--- src/rtl/timer_counter.sv ---
// ---------------------------------------------------------------------------
// timer_counter
//
// Counting core of the timer IP. This block keeps the 64-bit free-running
// counter that the register block reads back through TDR0/TDR1. It also
// provides an optional power-of-two prescaler, TDR write-back of either half,
// and a debug-halt freeze with an acknowledge.
//
// Ports
//   sys_clk      in   1   single clock
//   sys_rst_n    in   1   asynchronous active-low reset
//   timer_en     in   1   counting enable; its falling edge clears cnt
//   div_en       in   1   prescaler enable
//   div_val      in   4   prescaler exponent, 0..DIV_MAX
//   halt_req     in   1   debug halt request
//   dbg_mode     in   1   system debug mode; a halt is honoured only while high
//   tdr0_wr_sel  in   1   write strobe for cnt[31:0]
//   tdr1_wr_sel  in   1   write strobe for cnt[63:32]
//   tim_wdata    in  32   data for the TDR strobes
//   cnt          out 64   registered counter value
//   halt_ack     out  1   registered halt acknowledge
//
// Configuration macro
//   TIMER_HALT_EN  defined   : halt_req & dbg_mode freeze counting, halt_ack follows
//                  undefined : halt inputs ignored, halt_ack tied low
// ---------------------------------------------------------------------------
module timer_counter #(
  parameter int CNT_W   = 64,
  parameter int DIV_MAX = 8
) (
  input  logic             sys_clk,
  input  logic             sys_rst_n,
  input  logic             timer_en,
  input  logic             div_en,
  input  logic [3:0]       div_val,
  input  logic             halt_req,
  input  logic             dbg_mode,
  input  logic             tdr0_wr_sel,
  input  logic             tdr1_wr_sel,
  input  logic [31:0]      tim_wdata,
  output logic [CNT_W-1:0] cnt,
  output logic             halt_ack
);

  // The divider must reach 2^DIV_MAX - 1, which needs DIV_MAX bits.
  localparam int DIV_CNT_W = DIV_MAX;

  logic [CNT_W-1:0]     cnt_q, cnt_d;
  logic [DIV_CNT_W-1:0] div_cnt_q, div_cnt_d;
  logic [3:0]           div_val_q, div_val_d;
  logic                 timer_en_q, timer_en_d;
  logic                 halt_ack_q, halt_ack_d;

  logic                 halted_s;
  logic                 tick_s;
  logic                 en_fall_s;
  logic [DIV_CNT_W-1:0] div_term_s;

`ifdef TIMER_HALT_EN
  assign halted_s = halt_req & dbg_mode;
`else
  logic halt_unused_s;
  assign halt_unused_s = halt_req ^ dbg_mode;
  assign halted_s      = 1'b0;
`endif

  // Terminal divider count 2^div_val - 1. For div_val == DIV_MAX the shifted
  // one falls off the top and the subtraction wraps to all ones, which is
  // exactly the wanted terminal value.
  assign div_term_s = (DIV_CNT_W'(1'b1) << div_val) - DIV_CNT_W'(1'b1);

  assign en_fall_s = timer_en_q & ~timer_en;

  // Prescaler counter next state: restart phase on disable or exponent change.
  always_comb begin
    div_cnt_d = div_cnt_q;
    if (!timer_en || !div_en || (div_val != div_val_q)) begin
      div_cnt_d = {DIV_CNT_W{1'b0}};
    end else if (!halted_s) begin
      if (div_cnt_q == div_term_s) begin
        div_cnt_d = {DIV_CNT_W{1'b0}};
      end else begin
        div_cnt_d = div_cnt_q + DIV_CNT_W'(1'b1);
      end
    end else begin
      div_cnt_d = div_cnt_q;
    end
  end

  // Count-enable pulse; the halt gate is combinational so no increment slips.
  always_comb begin
    tick_s = 1'b0;
    if (!div_en || (div_val == 4'd0)) begin
      tick_s = timer_en & ~halted_s;
    end else begin
      tick_s = timer_en & ~halted_s & (div_cnt_q == div_term_s);
    end
  end

  // Counter next state: TDR write > enable falling edge > tick > hold.
  always_comb begin
    cnt_d = cnt_q;
    if (tdr0_wr_sel || tdr1_wr_sel) begin
      // A write always wins, so a coinciding tick is dropped.
      if (tdr0_wr_sel) begin
        cnt_d[31:0] = tim_wdata;
      end else begin
        cnt_d[31:0] = cnt_q[31:0];
      end
      if (tdr1_wr_sel) begin
        cnt_d[CNT_W-1:32] = tim_wdata;
      end else begin
        cnt_d[CNT_W-1:32] = cnt_q[CNT_W-1:32];
      end
    end else if (en_fall_s) begin
      cnt_d = {CNT_W{1'b0}};
    end else if (tick_s) begin
      cnt_d = cnt_q + CNT_W'(1'b1);
    end else begin
      cnt_d = cnt_q;
    end
  end

  // Shadow copies used for edge / change detection and the halt handshake.
  always_comb begin
    timer_en_d = timer_en;
    div_val_d  = div_val;
    halt_ack_d = halted_s;
  end

  // State registers with asynchronous reset.
  always_ff @(posedge sys_clk or negedge sys_rst_n) begin
    if (!sys_rst_n) begin
      cnt_q      <= {CNT_W{1'b0}};
      div_cnt_q  <= {DIV_CNT_W{1'b0}};
      div_val_q  <= 4'h1;
      timer_en_q <= 1'b0;
      halt_ack_q <= 1'b0;
    end else begin
      cnt_q      <= cnt_d;
      div_cnt_q  <= div_cnt_d;
      div_val_q  <= div_val_d;
      timer_en_q <= timer_en_d;
      halt_ack_q <= halt_ack_d;
    end
  end

  assign cnt      = cnt_q;
  assign halt_ack = halt_ack_q;

endmodule

--- config.mk ---
export PLATFORM = sky130hd
export DESIGN_NAME = timer_counter
export DESIGN_NICKNAME = d
export VERILOG_FILES = /design/src/rtl/timer_counter.sv
export SDC_FILE = /design/constraint.sdc
export NUM_CORES = 1
export LEC_CHECK = 0
export CAP_MARGIN = 30
export CORE_MARGIN = 5
export CORE_UTILIZATION = 56
export CTS_CLUSTER_SIZE = 16
export DETAILED_ROUTE_END_ITERATION = 16
export GPL_TIMING_DRIVEN = 1
export PLACE_DENSITY = 0.85
export SKIP_LAST_GASP = 1
export SLEW_MARGIN = 5
export SYNTH_ARGS = -nofsm -noshare
export SYNTH_HDL_FRONTEND = slang
export SYNTH_SLANG_ARGS = --single-unit
--- constraint.sdc ---
create_clock -name sys_clk -period 5.1 [get_ports sys_clk]
set_input_delay 1.02 -clock sys_clk [delete_from_list [all_inputs] [get_ports sys_clk]]
set_output_delay 1.02 -clock sys_clk [all_outputs]
set_load 0.01 [all_outputs]
# Word level (Yosys, flattened, before mapping)
# Cells that the tools add are included.
# word_totals
register_bits,77
inputBits,44
output_inout_bits,65
word_cells,34
# op_classes
add_sub_neg,3
n_shift,1
n_eq_ne,4
n_bitwise,3
reduce_logical,10
muxes,8
# op_table
op,count
64-bit two-way mux,3
"64-bit by 1-bit adder with 64-bit output, second input constant",1
32-bit two-way mux,2
8-bit two-way mux,2
"8-bit by 1-bit adder with 8-bit output, second input constant",1
8-bit equality test,1
"1-bit by 4-bit left shift with 8-bit output, first input constant",1
"8-bit by 1-bit subtractor with 8-bit output, second input constant",1
4-bit zero test,1
1-bit logical OR,4
"2-bit != test, second input constant",2
4-bit != test,1
2-bit AND reduction,2
3-bit nonzero test,1
1-bit bitwise AND,2
1-bit zero test,2
1-bit two-way mux,1
1-bit NOT,1

# Logic depth before layout (Yosys ltp)
# Gate-level depths: netlist (run 1).
# depth
depth_word,8
depth_mapped,12
ltp_nobuf,10

# Least setup slack after synthesis (run 1)
# Ideal clock, no wire load.
# synth_path
path_kind,input to register
start,input div_val[3]
end,register cnt_q[57] (netlist: cnt[57])
cell_stages,12
arrival_ns,3.360
setup_slack_ns,1.604
path_buffers,3
setup_time_ns,0.137
required_ns,4.963
cell_sequence,buf_2 nor3_1 nand2b_1 ha_1 or3_1 a21oi_1 o211ai_1 and2_1 a311oi_1 buf_2 buf_2 o32ai_1
# synth_via
elab_chain_len,7
word_cells_on_any_way,9
classes_between,add/sub (1); eq/ne (1); shift (1); mux (1); bitwise (1); reduce/logical (4)
# synth_rtl
item,line,text
from (decl),35,"input logic [3:0] div_val,"
1-bit by 4-bit left shift with 8-bit output,70,assign div_term_s = (DIV_CNT_W'(1'b1) << div_val) - DIV_CNT_W'(1'b1);
8-bit by 1-bit subtractor with 8-bit output,70,
8-bit equality test,96,tick_s = timer_en & ~halted_s & (div_cnt_q == div_term_s);
1-bit bitwise AND,96,
1-bit two-way mux (*),93,if (!div_en || (div_val == 4'd0)) begin
3-bit nonzero test (no line) (*),--,
2-bit AND reduction (no line) (*),--,
to (signal assigned),134,cnt_q <= {CNT_W{1'b0}};
to (signal assigned),140,cnt_q <= cnt_d;
to (decl),48,"logic [CNT_W-1:0] cnt_q, cnt_d;"
# Every way passes the cells marked *; elsewhere a longest branch is shown, timed or not.
# A chain may end at the register's enable or synchronous reset.

# Worst setup path after layout (run 1)
# layout_path
start,input div_val[3]
end,register cnt_q[0] (netlist: cnt[0])
# Same word-level chain as after synthesis.

==> results of run 1 <==
## worst max path at each step
stage                    start                  end  slack [ns]  cells past startpoint
floorplan           div_val[3]  cnt[57]$_DFFE_PN0P_        1.60                     12
global placement    div_val[3]   cnt[0]$_DFFE_PN0P_        0.81                     11
detailed placement  div_val[3]   cnt[0]$_DFFE_PN0P_        0.73                     11
CTS                 div_val[3]   cnt[0]$_DFFE_PN0P_        1.08                     11
global route        div_val[3]   cnt[0]$_DFFE_PN0P_        0.83                     11
finish              div_val[3]   cnt[0]$_DFFE_PN0P_        1.04                     11
## through the flow
step	utilization, %	total power, mW	hold slack, ns	cell area (um^2)	worst slack, ns
finish	71.37	1.642	0.5468	6564	1.041
detailed placement	69.46	1.207	0.5444	6387	0.7337
CTS	71.37	1.631	0.5563	6564	1.081
floorplan	-	0.9583	0.5045	5255	1.604
global route	71.37	1.705	0.5706	6564	0.8315
global placement	69.16	1.186	0.5459	6360	0.8108
## flip-flops by register name (all words and copies together) (netlist names)
name	cells
cnt	64
div_cnt_q	8
div_val_q	4
timer_en_q	1
## area by class of cell
| type | count | area share, % |
|---|---|---|
| Timing Repair Buffer | 117 | 17.65 |
| Tap cell | 111 | 2.116 |
| Multi-Input combinational cell | 493 | 46.11 |
| Clock inverter | 6 | 0.5909 |
| Sequential cell | 77 | 29.37 |
| Inverter | 36 | 2.059 |
| Clock buffer | 10 | 2.097 |
## cells in the final DEF (no fill, tap or decap), types with 7 or more instances in the layout
cell type | synthesis | final
a21oi_1 | 67 | 67
a32o_1 | 11 | 11
a32oi_1 | 7 | 7
and2_1 | 7 | 7
and3_1 | 13 | 13
buf_4 | 1 | 12
clkbuf_8 | 0 | 10
clkdlybuf4s50_1 | 0 | 104
dfrtp_1 | 76 | 76
inv_1 | 36 | 36
nand2_1 | 55 | 55
nand2b_1 | 7 | 7
nand3_1 | 29 | 29
nand4_1 | 18 | 18
nor2_1 | 47 | 47
nor2b_1 | 10 | 9
nor3_1 | 24 | 24
nor4_1 | 12 | 12
o211ai_1 | 10 | 10
o21ai_0 | 31 | 31
o21ai_1 | 20 | 20
o31a_1 | 9 | 9
o31ai_1 | 10 | 10
o32ai_1 | 27 | 27
xor2_1 | 8 | 8
## critical path, cell delays in order
cell	delay, ns
clkdlybuf4s50_1	0.60
nor3_1	0.31
nand2b_1	0.17
ha_1	0.30
or3_1	0.41
a21o_1	0.17
o211ai_1	0.14
and3_1	0.26
o21ai_1	0.09
nand2_1	0.44
mux2_2	0.41
## cell families (layout without fill, tap and decap cells)
logic type / count (synthesis) / in the layout / synth area share (%)
compound gates: 223 / 223 / 28.17
xor+xnor: 13 / 13 / 2.167
mux: 1 / 1 / 0.2143
buf+inv: 78 / 169 / 6.095
fa+ha+maj: 3 / 3 / 0.7144
other cells: 1 / 1 / 0.07136
simple gates: 252 / 252 / 25.88
flops: 77 / 77 / 36.69
## routing by layer
layer | up-vias | wire (um) | global-route usage (%)
met5 | - | 0 | 0
met4 | 0 | 837 | 17.44
met3 | 89 | 2165 | 4.696
met2 | 508 | 8336 | 50.09
met1 | 2821 | 6751 | 40.71
li1 | 2604 | - | -
## power groups by stage
| stage | Sequential, mW | Combinational (mW) | Clock [mW] |
|---|---|---|---|
| floorplan | 0.779 | 0.179 | 0 |
| global placement | 0.770 | 0.417 | 0 |
| detailed placement | 0.774 | 0.433 | 0 |
| CTS | 0.763 | 0.436 | 0.433 |
| global route | 0.777 | 0.468 | 0.459 |
| finish | 0.768 | 0.440 | 0.434 |
==> impl_metrics.env, run 1 <==
export IMPL_viasPerCell=7.085
export IMPL_maxSlewViolCount=0
export IMPL_antenna_found_initial=0
export IMPL_grt_overflow=0
export IMPL_drcViolationCount=0
export IMPL_setup_violations=0
export IMPL_yosysMostFrequentCell="dfrtp_1"
export IMPL_start_util_pct=57.14
export IMPL_wl_per_cell_um=21.28
export IMPL_synthesis_nets=695
export IMPL_clock_skew_ns=0.01038
export IMPL_async_reset_ff_share_pct=100.0
export IMPL_place_inst=834
export IMPL_numPortBuffers=105
export IMPL_syn_instance_count=648
export IMPL_register_area_um2=1928
export IMPL_hold_viol_final=0
export IMPL_reg2reg_depth=7
export IMPL_wirelength_um=18090
export IMPL_startpoint_type="input port"
export IMPL_drive_gt1_share_pct=7.037
export IMPL_cts_resized=0
export IMPL_postCtsHoldBufs=0
export IMPL_synth_seq_cells=77
export IMPL_multiInputGateArea_um2=3027
export IMPL_hold_path_class="input port to async pin"
export IMPL_maxSlewHeadroom_pct=45.77
export IMPL_die_w_um=106.9
export IMPL_internal_power_mw=1.074
export IMPL_dp_hpwl_um=12560
export IMPL_r2r_start="cnt[0]$_DFFE_PN0P_"
export IMPL_finalNetCount=781
export IMPL_rsz0062_at_grt="no"
export IMPL_synth_commonest_cells="dfrtp_1, a21oi_1, nand2_1"
export IMPL_fillers=715
export IMPL_clockRootBuffer="clkbuf_8"
export IMPL_area_growth_pct=24.90
export IMPL_num_vias=6022
export IMPL_power_frac_clock_pct=26.4
export IMPL_clk_pin_slew_worst_paths_ns=0.09
export IMPL_synth_edf_count=0
export IMPL_grt_start_max_net_pins=57
export IMPL_drtIter0Drc=663
export IMPL_crit_fanout=13
export IMPL_max_cap_violations=0
export IMPL_r2r_end="cnt[33]$_DFFE_PN0P_"
export IMPL_leakagePower_nw=2.451
export IMPL_sequentialPowerShare_pct=46.8
export IMPL_p_per_area_nw_per_um2=250.2
export IMPL_die_height_um=106.9
export IMPL_io_pins=109
export IMPL_crit_path_end_kind="register"
export IMPL_vdd_drop_max_uv=154.0
export IMPL_cts_sinks=77
export IMPL_htree_num_levels=3
export IMPL_track_usage_pct=31.32
export IMPL_reg2reg_setup_slack_ns=1.85
export IMPL_synth_top_area_cell="dfrtp_1"
export IMPL_yosysWarnings=0
export IMPL_insertedDiodeCount=0
export IMPL_tightest_slew_ns=0.8135
export IMPL_cts_tree="yes"
export IMPL_ys_flop_type="dfrtp_1"
export IMPL_cts_buffers=9
export IMPL_yosysSeqAreaShare_pct=36.69
export IMPL_final_cells=850
export IMPL_core_area_um2=9196
export IMPL_grt_pass1_wl_um=28840
export IMPL_post_cts_buffers=0
export IMPL_die_area_um2=11420
export IMPL_ys_types=64
export IMPL_firstDrtPassIters=8
export IMPL_arrival_ns=4.31
export IMPL_fmax_ghz=0.2463
export IMPL_yosys_top_cells_area="dfrtp_1, a21oi_1, o32ai_1"
export IMPL_tns_ns=0
export IMPL_gp_congestion=0.9053
export IMPL_critPathKind="input port to register"
export IMPL_fin_crit_ns=4.059
export IMPL_syn_area_per_cell_um2=8.110
export IMPL_yosysTopAreaCellShare_pct=36.19
export IMPL_clk_path_buf_depth=2
export IMPL_rows=35
export IMPL_switching_share_pct=34.58
export IMPL_pwr_share_comb_pct=26.8
export IMPL_status="finished, final reports clean"
export IMPL_switchingPower_mw=0.5678
export IMPL_syn_area_um2=5255
export IMPL_finalCritPeriodShare_pct=79.60
export IMPL_clk_latency_ns=0.37
export IMPL_grt_pass1_vias=5887
export IMPL_crit_required_ns=5.35
export IMPL_postRouteAntennaNets=0
Note: power is estimated with default switching activity, not from simulation.
==> run 2: changes to the inputs <==
Settings changed: CORE_UTILIZATION 56 to 47, PLACE_DENSITY 0.85 to 0.76.
Clock period 5.1 ns to 3.5 ns, I/O delays scaled along.
==> run 2 against run 1 <==
Clock-buffer cell count up 4. Clock skew increased by 0.0034 ns. Final area grew 2.7%. Flip-flop and latch count did not move. Total power up 44%. Combinational power rose by 50%. Sequential share of layout area is 0.78 points lower. Critical path type unchanged. Largest cell class unchanged. Highest routed layer unchanged.
==> impl_metrics.env, run 2 (synthesized netlist as in run 1, its figures left out) <==
export IMPL_r2r_end="cnt[45]$_DFFE_PN0P_"
export IMPL_start_util_pct=48.26
export IMPL_clk_latency_ns=0.35
export IMPL_area_growth_pct=28.33
export IMPL_drive_gt1_share_pct=8.598
export IMPL_track_usage_pct=28.04
export IMPL_crit_path_max_incr_delay_ns=0.44
export IMPL_grt_overflow=0
export IMPL_gp_congestion=0.9163
export IMPL_cts_buffers=9
export IMPL_grt_pass1_vias=5665
export IMPL_final_common_cell="clkdlybuf4s50_1"
export IMPL_status="finished, final reports clean"
export IMPL_setup_slack_ns=0.1509
export IMPL_route_met3_wl_um=1750
export IMPL_wl_met2_um=8684
export IMPL_dp_hpwl_um=13320
export IMPL_drtIter0Drc=622
export IMPL_postRouteAntennaNets=0
export IMPL_leakagePower_nw=2.538
export IMPL_cts_sinks=77
export IMPL_grt_start_max_net_pins=56
export IMPL_crit_fanout=7
export IMPL_wl_met1_um=7677
export IMPL_arrival_ns=3.58
export IMPL_insertedDiodeCount=0
export IMPL_largest_register_ffs=64
export IMPL_reg2reg_setup_slack_ns=0.37
export IMPL_postCtsHoldBufs=0
export IMPL_wl_per_cell_um=20.96
export IMPL_reg2reg_depth=7
export IMPL_rows=38
export IMPL_final_util_pct=61.94
export IMPL_hold_path_class="input port to async pin"
export IMPL_die_w_um=115.7
export IMPL_final_cells=896
export IMPL_num_vias=5855
export IMPL_power_mw=2.368
export IMPL_rsz0062_at_grt="no"
export IMPL_clock_skew_ns=0.01382
export IMPL_hold_viol_final=0
export IMPL_critPathKind="input port to register"
export IMPL_path_cells="clkdlybuf4s50_1, nor3_1, nand2b_1, ha_1, or3_1, a21oi_1, o211ai_1, and3_1, o21ai_1, nand2_2, buf_4, a32o_1"
export IMPL_htree_num_levels=3
export IMPL_dr_max_layer_used="met4"
export IMPL_clockRootBuffer="clkbuf_8"
export IMPL_cts_tree="yes"
export IMPL_clk_pin_slew_worst_paths_ns=0.08
export IMPL_fin_crit_ns=3.349
export IMPL_timing_hold_ws_ns=0.2488
export IMPL_startpoint_type="input port"
export IMPL_core_area_um2=10890
export IMPL_grt_pass1_wl_um=29860
export IMPL_setup_violations=0
export IMPL_tightest_slew_ns=0.8248
export IMPL_numPortBuffers=105
export IMPL_place_inst=880
export IMPL_worst_path_max_delay_cell="clkdlybuf4s50_1"
export IMPL_finalCritPeriodShare_pct=95.69
export IMPL_wirelength_um=18780
export IMPL_io_pins=109
export IMPL_die_area_um2=13400
export IMPL_p_per_area_nw_per_um2=351.1
export IMPL_final_cell_mix="clkdlybuf4s50_1, dfrtp_1, a21oi_1"
export IMPL_post_place_ws_ns=-0.2195
export IMPL_r2r_start="cnt[17]$_DFFE_PN0P_"
export IMPL_maxSlewHeadroom_pct=45.02
export IMPL_firstDrtPassIters=6
export IMPL_crit_start="div_val[3]"
export IMPL_maxSlewViolCount=0
export IMPL_finalNetCount=798
export IMPL_vdd_drop_max_uv=165.1
export IMPL_die_height_um=115.7
export IMPL_crit_path_end_kind="register"
export IMPL_max_cap_violations=0
export IMPL_drcViolationCount=0
export IMPL_clk_path_buf_depth=2
export IMPL_viasPerCell=6.535
export IMPL_fmax_ghz=0.2986
export IMPL_antenna_found_initial=0
export IMPL_crit_required_ns=3.73
-- run 2: report_power, final --
part | total, mW | switching, mW | internal, mW
clock | 0.592 | 0.334 | 0.258
combinational | 0.659 | 0.327 | 0.332
sequential | 1.12 | 0.140 | 0.977
total | 2.37 | 0.801 | 1.57
-- run 2: what timing repair did --
action,4_1_cts,5_1_grt
resized for setup,0,1
endpoints found under the setup margin,0,6
hold endpoints to repair,0,0
setup buffers,0,0
-- run 2: worst max-delay path by stage --
stage / depth (start not counted) / to
detailed placement: 12 / cnt[19]$_DFFE_PN0P_
global placement: 12 / cnt[20]$_DFFE_PN0P_
floorplan: 12 / cnt[57]$_DFFE_PN0P_
finish: 12 / cnt[7]$_DFFE_PN0P_
global route: 12 / cnt[3]$_DFFE_PN0P_
CTS: 12 / cnt[7]$_DFFE_PN0P_
-- run 2: through the flow --
| step | instance area, um^2 | setup TNS [ns] |
|---|---|---|
| after floorplan | 5255 | 0 |
| after global placement | 6561 | -0.7446 |
| after detailed placement | 6589 | -3.478 |
| after CTS | 6741 | 0 |
| after global routing | 6744 | 0 |
| final | 6744 | 0 |
-- run 2: critical path: cells and delay by family --
| kind | cells | cell delay, ns |
|---|---|---|
| and+or+nand+nor | 5 | 1.19 |
| buffers and inverters | 2 | 0.68 |
| adders and majority gates | 1 | 0.24 |
| AOI/OAI and AO/OA | 4 | 0.76 |
-- run 2: metal layers --
layer | vias to the layer above | GRT usage, %
li1 | 2635 | -
met1 | 2829 | 38.62
met2 | 342 | 43.63
met3 | 49 | 4.543
met4 | 0 | 12.61
met5 | - | 0
-- run 2: layout make-up --
class | instances | area (um^2)
clock inverters | 2 | 10.01
clock buffers | 14 | 142.6
flip-flops and latches | 77 | 1928
inverters | 36 | 135.1
repair buffers | 134 | 1324
fillers | 946 | 4144
well taps | 140 | 175.2
multi-input cells | 493 | 3029
